`config.mk`:
```
export PLATFORM = sky130hd
export DESIGN_NAME = mp_pwr_seq_ctrl_usb4_flat
export DESIGN_NICKNAME = d
export VERILOG_FILES = /design/src/rtl/mp_pwr_seq_ctrl_usb4_if.sv /design/src/rtl/mp_pwr_seq_ctrl_usb4.sv /design/src/flat_wrapper.sv
export SDC_FILE = /design/constraint.sdc
export NUM_CORES = 1
export LEC_CHECK = 0
export BUFFER_PORTS_ARGS = -buffer_cell sky130_fd_sc_hd__buf_2
export CORE_MARGIN = 2
export CORE_UTILIZATION = 25
export DETAILED_ROUTE_END_ITERATION = 16
export GPL_TIMING_DRIVEN = 0
export SLEW_MARGIN = 20
export SYNTH_ARGS = -nofsm -noshare
export SYNTH_HDL_FRONTEND = slang
export SYNTH_SLANG_ARGS = --single-unit
```
`constraint.sdc`:
```
create_clock -name psm_clk -period 4.3 [get_ports psm_clk]
set_input_delay 0.215 -clock psm_clk [delete_from_list [all_inputs] [get_ports psm_clk]]
set_output_delay 0.215 -clock psm_clk [all_outputs]
set_load 0.005 [all_outputs]
```
`src/rtl/mp_pwr_seq_ctrl_usb4_if.sv`:
```
// Bundle of the MAC-side powerdown request, the PMA power/clock handshake
// and the sequencer status outputs for one USB4 PIPE6 lane.
//
// Handshake semantics: the sequencer drives a request level (one-hot power
// state on pma_power_state_req, or the clock enable on pma_xcvr_pll_clk_en)
// and holds it until the PMA returns the same level on the matching ack
// (pma_power_state_ack == pma_power_state_req, or
// pma_xcvr_pll_clk_en_ack == pma_xcvr_pll_clk_en). Acks are level-based:
// they are sampled every cycle with no pipelining. Nothing is transferred
// by a one-cycle strobe, and no request is withdrawn before its ack matches,
// except when a timeout expires, the PLL drops, or reset is asserted.
// pwr_chg_done is a one-cycle completion pulse with no back-pressure.
interface mp_pwr_seq_ctrl_usb4_if;
  logic [2:0] pipe_powerdown;
  logic       pma_pll_ready;
  logic [5:0] pma_power_state_ack;
  logic       pma_xcvr_pll_clk_en_ack;
  logic [5:0] pma_power_state_req;
  logic       pma_xcvr_pll_clk_en;
  logic       pwr_chg_done;
  logic [2:0] cur_pwr_state;
  logic       pipe_rx_en;
  logic       busy;
  logic       pwr_chg_err;
  logic [2:0] fsm_state;

  // MAC/PMA side
  modport master (
    output pipe_powerdown, pma_pll_ready, pma_power_state_ack, pma_xcvr_pll_clk_en_ack,
    input  pma_power_state_req, pma_xcvr_pll_clk_en, pwr_chg_done, cur_pwr_state,
           pipe_rx_en, busy, pwr_chg_err, fsm_state
  );

  // Sequencer side
  modport slave (
    input  pipe_powerdown, pma_pll_ready, pma_power_state_ack, pma_xcvr_pll_clk_en_ack,
    output pma_power_state_req, pma_xcvr_pll_clk_en, pwr_chg_done, cur_pwr_state,
           pipe_rx_en, busy, pwr_chg_err, fsm_state
  );
endinterface

```
`src/rtl/mp_pwr_seq_ctrl_usb4.sv`:
```
// Power-state change sequencer for one USB4 PIPE6 PCS lane (psm_clk domain).
// Converts a PIPE powerdown code into: request clear, transceiver clock
// enable/disable, one-hot PMA power-state request, then a done pulse.
// Optional macro CDN_PWR_SEQ_TIMEOUT_EN adds the wait-state timeout counter
// and the sticky pwr_chg_err flag; without it wait states wait forever.
// All outputs are registered; the current FSM state is exported as fsm_state.
module mp_pwr_seq_ctrl_usb4 #(
  parameter int unsigned ACK_TIMEOUT = 4096
) (
  input logic psm_clk,
  input logic psm_rst,
  mp_pwr_seq_ctrl_usb4_if.slave bus
);

  typedef enum logic [2:0] {
    S_WAIT_PLL = 3'd0,
    S_IDLE     = 3'd1,
    S_REQ_CLR  = 3'd2,
    S_CLK_ON   = 3'd3,
    S_REQ      = 3'd4,
    S_CLK_OFF  = 3'd5,
    S_DONE     = 3'd6
  } state_t;

  localparam logic [2:0] P0 = 3'd0;
  localparam logic [2:0] P2 = 3'd3;

  state_t     state, state_next;
  logic [2:0] target, target_next;
  logic [2:0] cur, cur_next;
  logic [5:0] req;
  logic       clk_en, done, rx_en, busy, err;
  logic       init_seq;
  logic       tmo;
  logic       err_set;

  function automatic logic [5:0] onehot(input logic [2:0] code);
    case (code)
      3'd0:    onehot = 6'h01;
      3'd1:    onehot = 6'h02;
      3'd2:    onehot = 6'h04;
      3'd3:    onehot = 6'h08;
      default: onehot = 6'h00;
    endcase
  endfunction

  // Next-state, target latch and completed-state update
  always_comb begin
    state_next  = state;
    target_next = target;
    cur_next    = cur;
    err_set     = 1'b0;
    case (state)
      S_WAIT_PLL: begin
        if (bus.pma_pll_ready) begin
          target_next = P2;
          state_next  = S_REQ_CLR;
        end
      end
      S_IDLE: begin
        // codes 4-7 are reserved and never start a sequence
        if (!bus.pipe_powerdown[2] && (bus.pipe_powerdown != cur)) begin
          target_next = bus.pipe_powerdown;
          state_next  = S_REQ_CLR;
        end
      end
      S_REQ_CLR: begin
        if ((bus.pma_power_state_ack == 6'h00) || tmo) begin
          err_set    = (bus.pma_power_state_ack != 6'h00);
          // P0/P0s need the transceiver clock running before the request
          state_next = (!target[1] && !clk_en) ? S_CLK_ON : S_REQ;
        end
      end
      S_CLK_ON: begin
        if (bus.pma_xcvr_pll_clk_en_ack || tmo) begin
          err_set    = !bus.pma_xcvr_pll_clk_en_ack;
          state_next = S_REQ;
        end
      end
      S_REQ: begin
        if ((bus.pma_power_state_ack == req) || tmo) begin
          err_set    = (bus.pma_power_state_ack != req);
          // P1/P2 stop the clock only after the PMA has entered the state
          state_next = (target[1] && clk_en) ? S_CLK_OFF : S_DONE;
        end
      end
      S_CLK_OFF: begin
        if (!bus.pma_xcvr_pll_clk_en_ack || tmo) begin
          err_set    = bus.pma_xcvr_pll_clk_en_ack;
          state_next = S_DONE;
        end
      end
      S_DONE: begin
        cur_next   = target;
        state_next = S_IDLE;
      end
      default: state_next = S_WAIT_PLL;
    endcase
    // Losing the common PLL aborts whatever is in flight
    if ((state != S_WAIT_PLL) && !bus.pma_pll_ready) begin
      state_next = S_WAIT_PLL;
      cur_next   = 3'd3;
    end
  end

  // State register, target and initial-sequence marker
  always_ff @(posedge psm_clk) begin
    if (psm_rst) begin
      state    <= S_WAIT_PLL;
      target   <= P2;
      init_seq <= 1'b0;
    end else begin
      state  <= state_next;
      target <= target_next;
      if ((state == S_WAIT_PLL) && (state_next == S_REQ_CLR)) begin
        init_seq <= 1'b1;
      end else if (state == S_DONE) begin
        init_seq <= 1'b0;
      end
    end
  end

  // Registered outputs, computed from the state being entered
  always_ff @(posedge psm_clk) begin
    if (psm_rst) begin
      req    <= 6'h00;
      clk_en <= 1'b0;
      done   <= 1'b0;
      cur    <= 3'd3;
      rx_en  <= 1'b0;
      busy   <= 1'b1;
    end else begin
      done  <= 1'b0;
      rx_en <= 1'b0;
      busy  <= 1'b1;
      cur   <= cur_next;
      case (state_next)
        S_WAIT_PLL: begin
          req    <= 6'h00;
          clk_en <= 1'b0;
        end
        S_IDLE: begin
          busy  <= 1'b0;
          rx_en <= (cur_next == P0);
        end
        S_REQ_CLR: req    <= 6'h00;
        S_CLK_ON:  clk_en <= 1'b1;
        S_REQ:     req    <= onehot(target_next);
        S_CLK_OFF: clk_en <= 1'b0;
        S_DONE:    done   <= !init_seq;
        default: ;
      endcase
    end
  end

`ifdef CDN_PWR_SEQ_TIMEOUT_EN
  localparam logic [15:0] TMO_LIMIT = 16'(ACK_TIMEOUT - 1);
  logic [15:0] cnt;
  logic        wait_st;

  assign wait_st = (state == S_REQ_CLR) || (state == S_CLK_ON) ||
                   (state == S_REQ) || (state == S_CLK_OFF);
  assign tmo     = wait_st && (cnt == TMO_LIMIT);

  // Wait-state cycle counter, restarted on every state entry
  always_ff @(posedge psm_clk) begin
    if (psm_rst) begin
      cnt <= 16'd0;
    end else if (state_next != state) begin
      cnt <= 16'd0;
    end else if (wait_st) begin
      cnt <= cnt + 16'd1;
    end
  end
`else
  assign tmo = 1'b0;
`endif

  // Sticky timeout flag; only reset clears it
  always_ff @(posedge psm_clk) begin
    if (psm_rst) begin
      err <= 1'b0;
    end else if (err_set) begin
      err <= 1'b1;
    end
  end

  assign bus.pma_power_state_req = req;
  assign bus.pma_xcvr_pll_clk_en = clk_en;
  assign bus.pwr_chg_done        = done;
  assign bus.cur_pwr_state       = cur;
  assign bus.pipe_rx_en          = rx_en;
  assign bus.busy                = busy;
  assign bus.pwr_chg_err         = err;
  assign bus.fsm_state           = state;

endmodule

```
`src/flat_wrapper.sv`:
```
// flat-port wrapper written by rule: the top's interface ports become plain ports
module mp_pwr_seq_ctrl_usb4_flat 
#(
  parameter int unsigned ACK_TIMEOUT = 4096
)
  (psm_clk, psm_rst, bus_pipe_powerdown, bus_pma_pll_ready, bus_pma_power_state_ack, bus_pma_xcvr_pll_clk_en_ack, bus_pma_power_state_req, bus_pma_xcvr_pll_clk_en, bus_pwr_chg_done, bus_cur_pwr_state, bus_pipe_rx_en, bus_busy, bus_pwr_chg_err, bus_fsm_state);
  mp_pwr_seq_ctrl_usb4_if bus_i ();
  input logic psm_clk;
  input logic psm_rst;
  input wire logic [$bits(bus_i.pipe_powerdown)-1:0] bus_pipe_powerdown;
  input wire logic [$bits(bus_i.pma_pll_ready)-1:0] bus_pma_pll_ready;
  input wire logic [$bits(bus_i.pma_power_state_ack)-1:0] bus_pma_power_state_ack;
  input wire logic [$bits(bus_i.pma_xcvr_pll_clk_en_ack)-1:0] bus_pma_xcvr_pll_clk_en_ack;
  output wire logic [$bits(bus_i.pma_power_state_req)-1:0] bus_pma_power_state_req;
  output wire logic [$bits(bus_i.pma_xcvr_pll_clk_en)-1:0] bus_pma_xcvr_pll_clk_en;
  output wire logic [$bits(bus_i.pwr_chg_done)-1:0] bus_pwr_chg_done;
  output wire logic [$bits(bus_i.cur_pwr_state)-1:0] bus_cur_pwr_state;
  output wire logic [$bits(bus_i.pipe_rx_en)-1:0] bus_pipe_rx_en;
  output wire logic [$bits(bus_i.busy)-1:0] bus_busy;
  output wire logic [$bits(bus_i.pwr_chg_err)-1:0] bus_pwr_chg_err;
  output wire logic [$bits(bus_i.fsm_state)-1:0] bus_fsm_state;
  assign bus_i.pipe_powerdown = bus_pipe_powerdown;
  assign bus_i.pma_pll_ready = bus_pma_pll_ready;
  assign bus_i.pma_power_state_ack = bus_pma_power_state_ack;
  assign bus_i.pma_xcvr_pll_clk_en_ack = bus_pma_xcvr_pll_clk_en_ack;
  assign bus_pma_power_state_req = bus_i.pma_power_state_req;
  assign bus_pma_xcvr_pll_clk_en = bus_i.pma_xcvr_pll_clk_en;
  assign bus_pwr_chg_done = bus_i.pwr_chg_done;
  assign bus_cur_pwr_state = bus_i.cur_pwr_state;
  assign bus_pipe_rx_en = bus_i.pipe_rx_en;
  assign bus_busy = bus_i.busy;
  assign bus_pwr_chg_err = bus_i.pwr_chg_err;
  assign bus_fsm_state = bus_i.fsm_state;
  mp_pwr_seq_ctrl_usb4 #(.ACK_TIMEOUT(ACK_TIMEOUT)) u_core (.psm_clk(psm_clk), .psm_rst(psm_rst), .bus(bus_i));
endmodule
```
; ---- Word level (Yosys, flattened, before mapping)
; Index checks and enable logic that the tools add are counted.
[totals]
rom_bits = 0
word_cells = 80
in_bits = 13
mem_bits_rw = 0
output_inout_bits = 17
latch_bits = 0
n_memories = 0
register_bits = 21
[op_classes]
n_mul = 0
mux = 25
reduce_logical = 25
eq_ne = 18
n_shift = 0
addsub = 0
n_bitwise = 2
n_div = 0
n_lt_le_gt_ge = 0
[op_table]
columns = op, count
row1 = $mux 3, 12
row2 = $pmux 3 s7, 1
row3 = $eq 3x2->1 const B, 6
row4 = $eq 3x3->1 const B, 6
row5 = $pmux 4 s4, 1
row6 = $logic_not 3->1, 4
row7 = $pmux 6 s2, 1
row8 = $eq 3x1->1 const B, 3
row9 = $reduce_or 2->1, 4
row10 = $eq 6x6->1, 1
row11 = $logic_not 1->1, 6
row12 = $logic_not 6->1, 1
row13 = $mux 1, 6
row14 = $ne 6x6->1, 1
row15 = $pmux 3 s2, 1
row16 = $reduce_bool 2->1, 3
row17 = $reduce_bool 6->1, 1
row18 = $logic_and 1x1->1, 5
row19 = $ne 3x3->1, 1
row20 = $pmux 1 s3, 1
row21 = $reduce_bool 3->1, 1
row22 = $mux 2, 1
row23 = $not 1->1, 2
row24 = $pmux 1 s2, 1

; ---- Longest topological paths before layout
[logic_depth]
depth_word = 9
ltp_mapped = 7
mapped_depth_nobuf = 6

; ---- Worst setup path before layout
; No wires, ideal clock.
[synth_timing]
kind = register to register
startpoint = reg u_core.state[2], in the netlist u_core.bus.fsm_state[2]
endpoint = reg u_core.clk_en, in the netlist u_core.bus.pma_xcvr_pll_clk_en
slack_ns = 2.338
t_required_ns = 4.178
synth_period_minus_slack_ns = 1.962
setup_time_ns = 0.122
path_stages_with_launch = 7
t_arrival_ns = 1.840
n_path_buf = 0
path_cell_list = dfxtp_1 mux2_2 a311oi_1 and3_4 o21ai_4 and2b_1 a221o_1
[synth_via]
elab_chain_cells = 6
elab_cells_between_ends = 23
classes_between = eq/ne (8) / mux (9) / reduce/logical (6)
[synth_rtl]
columns = item, line
row1 = from (decl), mp_pwr_seq_ctrl_usb4.sv:28  ; state_t state, state_next;
row2 = from (signal assigned), mp_pwr_seq_ctrl_usb4.sv:113  ; state <= state_next;
row3 = $eq 3x3->1 (tied with other cells), mp_pwr_seq_ctrl_usb4.sv:53  ; case (state)
row4 = $pmux 3 s7 or $logic_and 1x1->1 (tied branches), "mp_pwr_seq_ctrl_usb4.sv:53, mp_pwr_seq_ctrl_usb4.sv:100"
row5 = $mux 3 (*), mp_pwr_seq_ctrl_usb4.sv:100  ; if ((state != S_WAIT_PLL) && !bus.pma_pll_ready) begin
row6 = $eq 3x3->1 or $logic_not 3->1 (tied branches), mp_pwr_seq_ctrl_usb4.sv:137  ; case (state_next)
row7 = $reduce_or 2->1 (no line), --
row8 = $pmux 1 s2 or $reduce_bool 2->1 (tied branches), --
row9 = to (signal assigned), mp_pwr_seq_ctrl_usb4.sv:140  ; clk_en <= 1'b0;
row10 = to (signal assigned), mp_pwr_seq_ctrl_usb4.sv:147  ; S_CLK_ON: clk_en <= 1'b1;
row11 = to (signal assigned), mp_pwr_seq_ctrl_usb4.sv:149  ; S_CLK_OFF: clk_en <= 1'b0;
row12 = to (decl), mp_pwr_seq_ctrl_usb4.sv:32  ; logic clk_en, done, rx_en, busy, err;
; Mark *: on every way between the ends. The rest lies on a longest branch, timed or not.
; A chain may end at the register's enable or synchronous reset.

; ---- Worst setup path in the final report
[layout_timing]
startpoint = reg u_core.state[0], in the netlist u_core.bus.fsm_state[0]
endpoint = reg u_core.clk_en, in the netlist u_core.bus.pma_xcvr_pll_clk_en
; Same word-level chain as after synthesis.

==> impl_results.md <==
- Vias: roughly 1100
- TritonCTS clock tree: yes
- Yosys Warn Count: 0
- Global route overflow: 0
- IO buf count: 26
- #FFs+latches synth: 18
- Internal Power: around 0.25 mW
- Clock Sinks: 18
- Area grow syn2layout: 21.2%
- Pin count of the biggest net entering global routing: 11
- Fin. Hold Viols: 0
- Design area: between 1000 and 1500 µm²
- Reg clk slew, reported paths: about 0.070 ns
- Starting Density: 26.3%
- Relative slew slack: around 57%
- Clock power share: a little over a third
- Detailed Route WL: 2.85 mm
- Most frequent cells after synthesis: 18 x dfxtp_1, 10 x nand2_1, 8 x nor2_1, 7 x a21oi_1, 7 x inv_1
- Initial antenna violation count: 0
- Crit share post-route: around half
- CTS Buffer Depth: 2
- Filler cells: 478
- Worst EP arrival: 2.34 ns
- Post-Synthesis Cell Area: 1150 µm²
- Reg power frac: 50.1%
- Vias in the first global route: around 1000
- Crit-path max FO: 10
- Post-synthesis sequential area ratio: a little under a third
- Status: complete, no violations
- Worst-Margin Slew: 0.638 ns
- F_max: about 470 MHz
- Share of the synthesized area in the top cell type: 31.3%
- DRC: 0
- Cts bufs inserted: 3
- Root buf cell: clkbuf_8
- Crit path required time: 4.50 ns
- Pleak: around 0.56 nW
- Pre-CTS WS: between 2 and 2.5 ns
- Post-route setup TNS: 0 ns
- Via density: 5.08
- Finish-stage setup viols: 0
- Die width: 71.9 µm
- Pwr dens: 244 nW/µm²
- EDFF count, synth: 0
- Initial detailed-routing violation count: 57
- Top FF cell, synth: dfxtp_1
- Post-CTS Setup Bufs: 0
- GPL Wtd Cong: 0.810
- First-pass GRT wire length: 4.62 mm
- Core Util, Final: 31.8%
- Detailed Routing Iterations Pass 1: 4
- Yosys top cell by area: dfxtp_1
- CORE AREA: around 4400 µm²
- Post-DRT Antenna Nets: 0
- VDD IR-drop max: ~100 µV
- Worst setup margin: 2.15 ns
- IO Count: 30
- Final min period: 2.15 ns
- Inserted Diodes: 0
- Max-cap violations: 0
- Resize count post-CTS: 0
- Logic pwr share: around 15%
- Ratio of cells with drive above 1 in the final layout: around a third
- Hold buffers post-CTS: 0
- H-tree depth: 1
- Height of the chip: 71.9 µm
- Setup Skew: approximately 0.0049 ns
- Placement Cell Area: ~1400 µm²
- FFs w/ async S/R, synth: 0%
- Avg Inst Size Synth: 9.21 µm²
- HPWL reported at the end of detailed placement: 2.28 mm
- WS Path Type: flop to flop
- Fin. max-slew vios: 0
- Startpoint types: flop
- Setup repair after global routing missed its margin: false
- Crit path capture type: flop
- Top-count cell post-synth: dfxtp_1
- Clock Latency Late Sink: 0.26 ns
- Distinct cells, synth: 53
- Wire per inst: 13.7 µm
- Top cells by area, synth: dfxtp_1 31%, xor2_1 4.6%, a32o_1 3.5%
- Global-route usage over all layers: 11.7%
- Min-delay worst type: input pin to flop
- Die area: 5160 µm²
- Post-Synthesis Cells: 125
- Sw Share: 25.6%
- Sw power: 0.0870 mW
- Row count: 24
- Post-layout net count: 171
## sequential cells by signal, summed over array words and instances, names as in the netlist
signal and cells:
u_core.bus.pma_power_state_req 4, u_core.bus.cur_pwr_state 3, u_core.bus.fsm_state 3, u_core.target 3, u_core.bus.busy 1, u_core.bus.pipe_rx_en 1, u_core.bus.pma_xcvr_pll_clk_en 1, u_core.bus.pwr_chg_done 1
u_core.init_seq 1
## per-layer routing
layer / vias to the layer above / GRT usage, % / wire [µm]
li1: 524 / - / -
met2: 31 / 18.5 / 1320
met5: - / 0 / 0
met3: 5 / 2.39 / 162
met4: 0 / 5.66 / 57
met1: 497 / 15.0 / 1310
## power groups by stage
stage	clock network, mW	logic, mW	registers, mW
final	0.119	0.0505	0.170
after global routing	0.134	0.0558	0.170
after CTS	0.124	0.0500	0.170
after detailed placement	0	0.0499	0.174
after global placement	0	0.0497	0.174
after floorplan	0	0.0335	0.174
## cell usage in the layout (no fill, tap or decap), drive strengths merged, types with 3 or more instances in the layout
cell type  count
a21oi          8
a32o           5
buf           32
clkbuf         5
conb           3
dfxtp         18
inv            7
nand2         10
nand2b         6
nand3b         3
nor2           8
nor4           4
o311ai         3
or2            3
xor2           6
## final timing paths
path | from | endpoint | slack [ns] | cells after the start
setup / recovery | u_core.bus.fsm_state[0] | u_core.bus.pma_xcvr_pll_clk_en | 2.15 | 6
hold / removal | bus_pipe_powerdown[0] | u_core.target[0] | 0.30 | 3
setup reg to reg | u_core.bus.fsm_state[0] | u_core.bus.pma_xcvr_pll_clk_en | 2.15 | 6
hold reg to reg | u_core.init_seq | u_core.bus.pwr_chg_done | 0.47 | 1
## worst max-delay path: stages, from the launching register on
cell and delay (ns):
dfxtp_1 0.45, buf_2 0.27, o311ai_2 0.16, a21oi_2 0.33, and3b_1 0.24, a2111oi_1 0.42, a221o_1 0.22
## through the flow
step                      power, mW  hold slack (ns)  std cells
final                         0.340            0.304        208
after floorplan               0.207            0.407        127
after CTS                     0.345            0.303        208
after global placement        0.224            0.455        205
after detailed placement      0.224            0.452        205
after global routing          0.360            0.317        208
## kinds of logic after synthesis
kind of cell,count (synthesis),synth area share [%]
AO/OA/AOI/OAI,31,25.3
XOR/XNOR,6,4.57
buffers and inverters,15,6.96
flip-flops,18,31.3
multiplexers,1,0.978
other,1,0.326
AND/OR/NAND/NOR,53,30.5
## area by class of cell
| cell class | count | area (µm²) | area share, % |
|---|---|---|---|
| buffer | 8 | 53.8 | 3.86 |
| sequential | 18 | 360 | 25.8 |
| inverter | 7 | 26.3 | 1.88 |
| timing repair buffer | 26 | 130 | 9.33 |
| clock buffer | 3 | 41.3 | 2.96 |
| multi-input combinational | 94 | 718 | 51.5 |
| tap | 52 | 65.1 | 4.66 |
(Power assumes the default switching activity.)
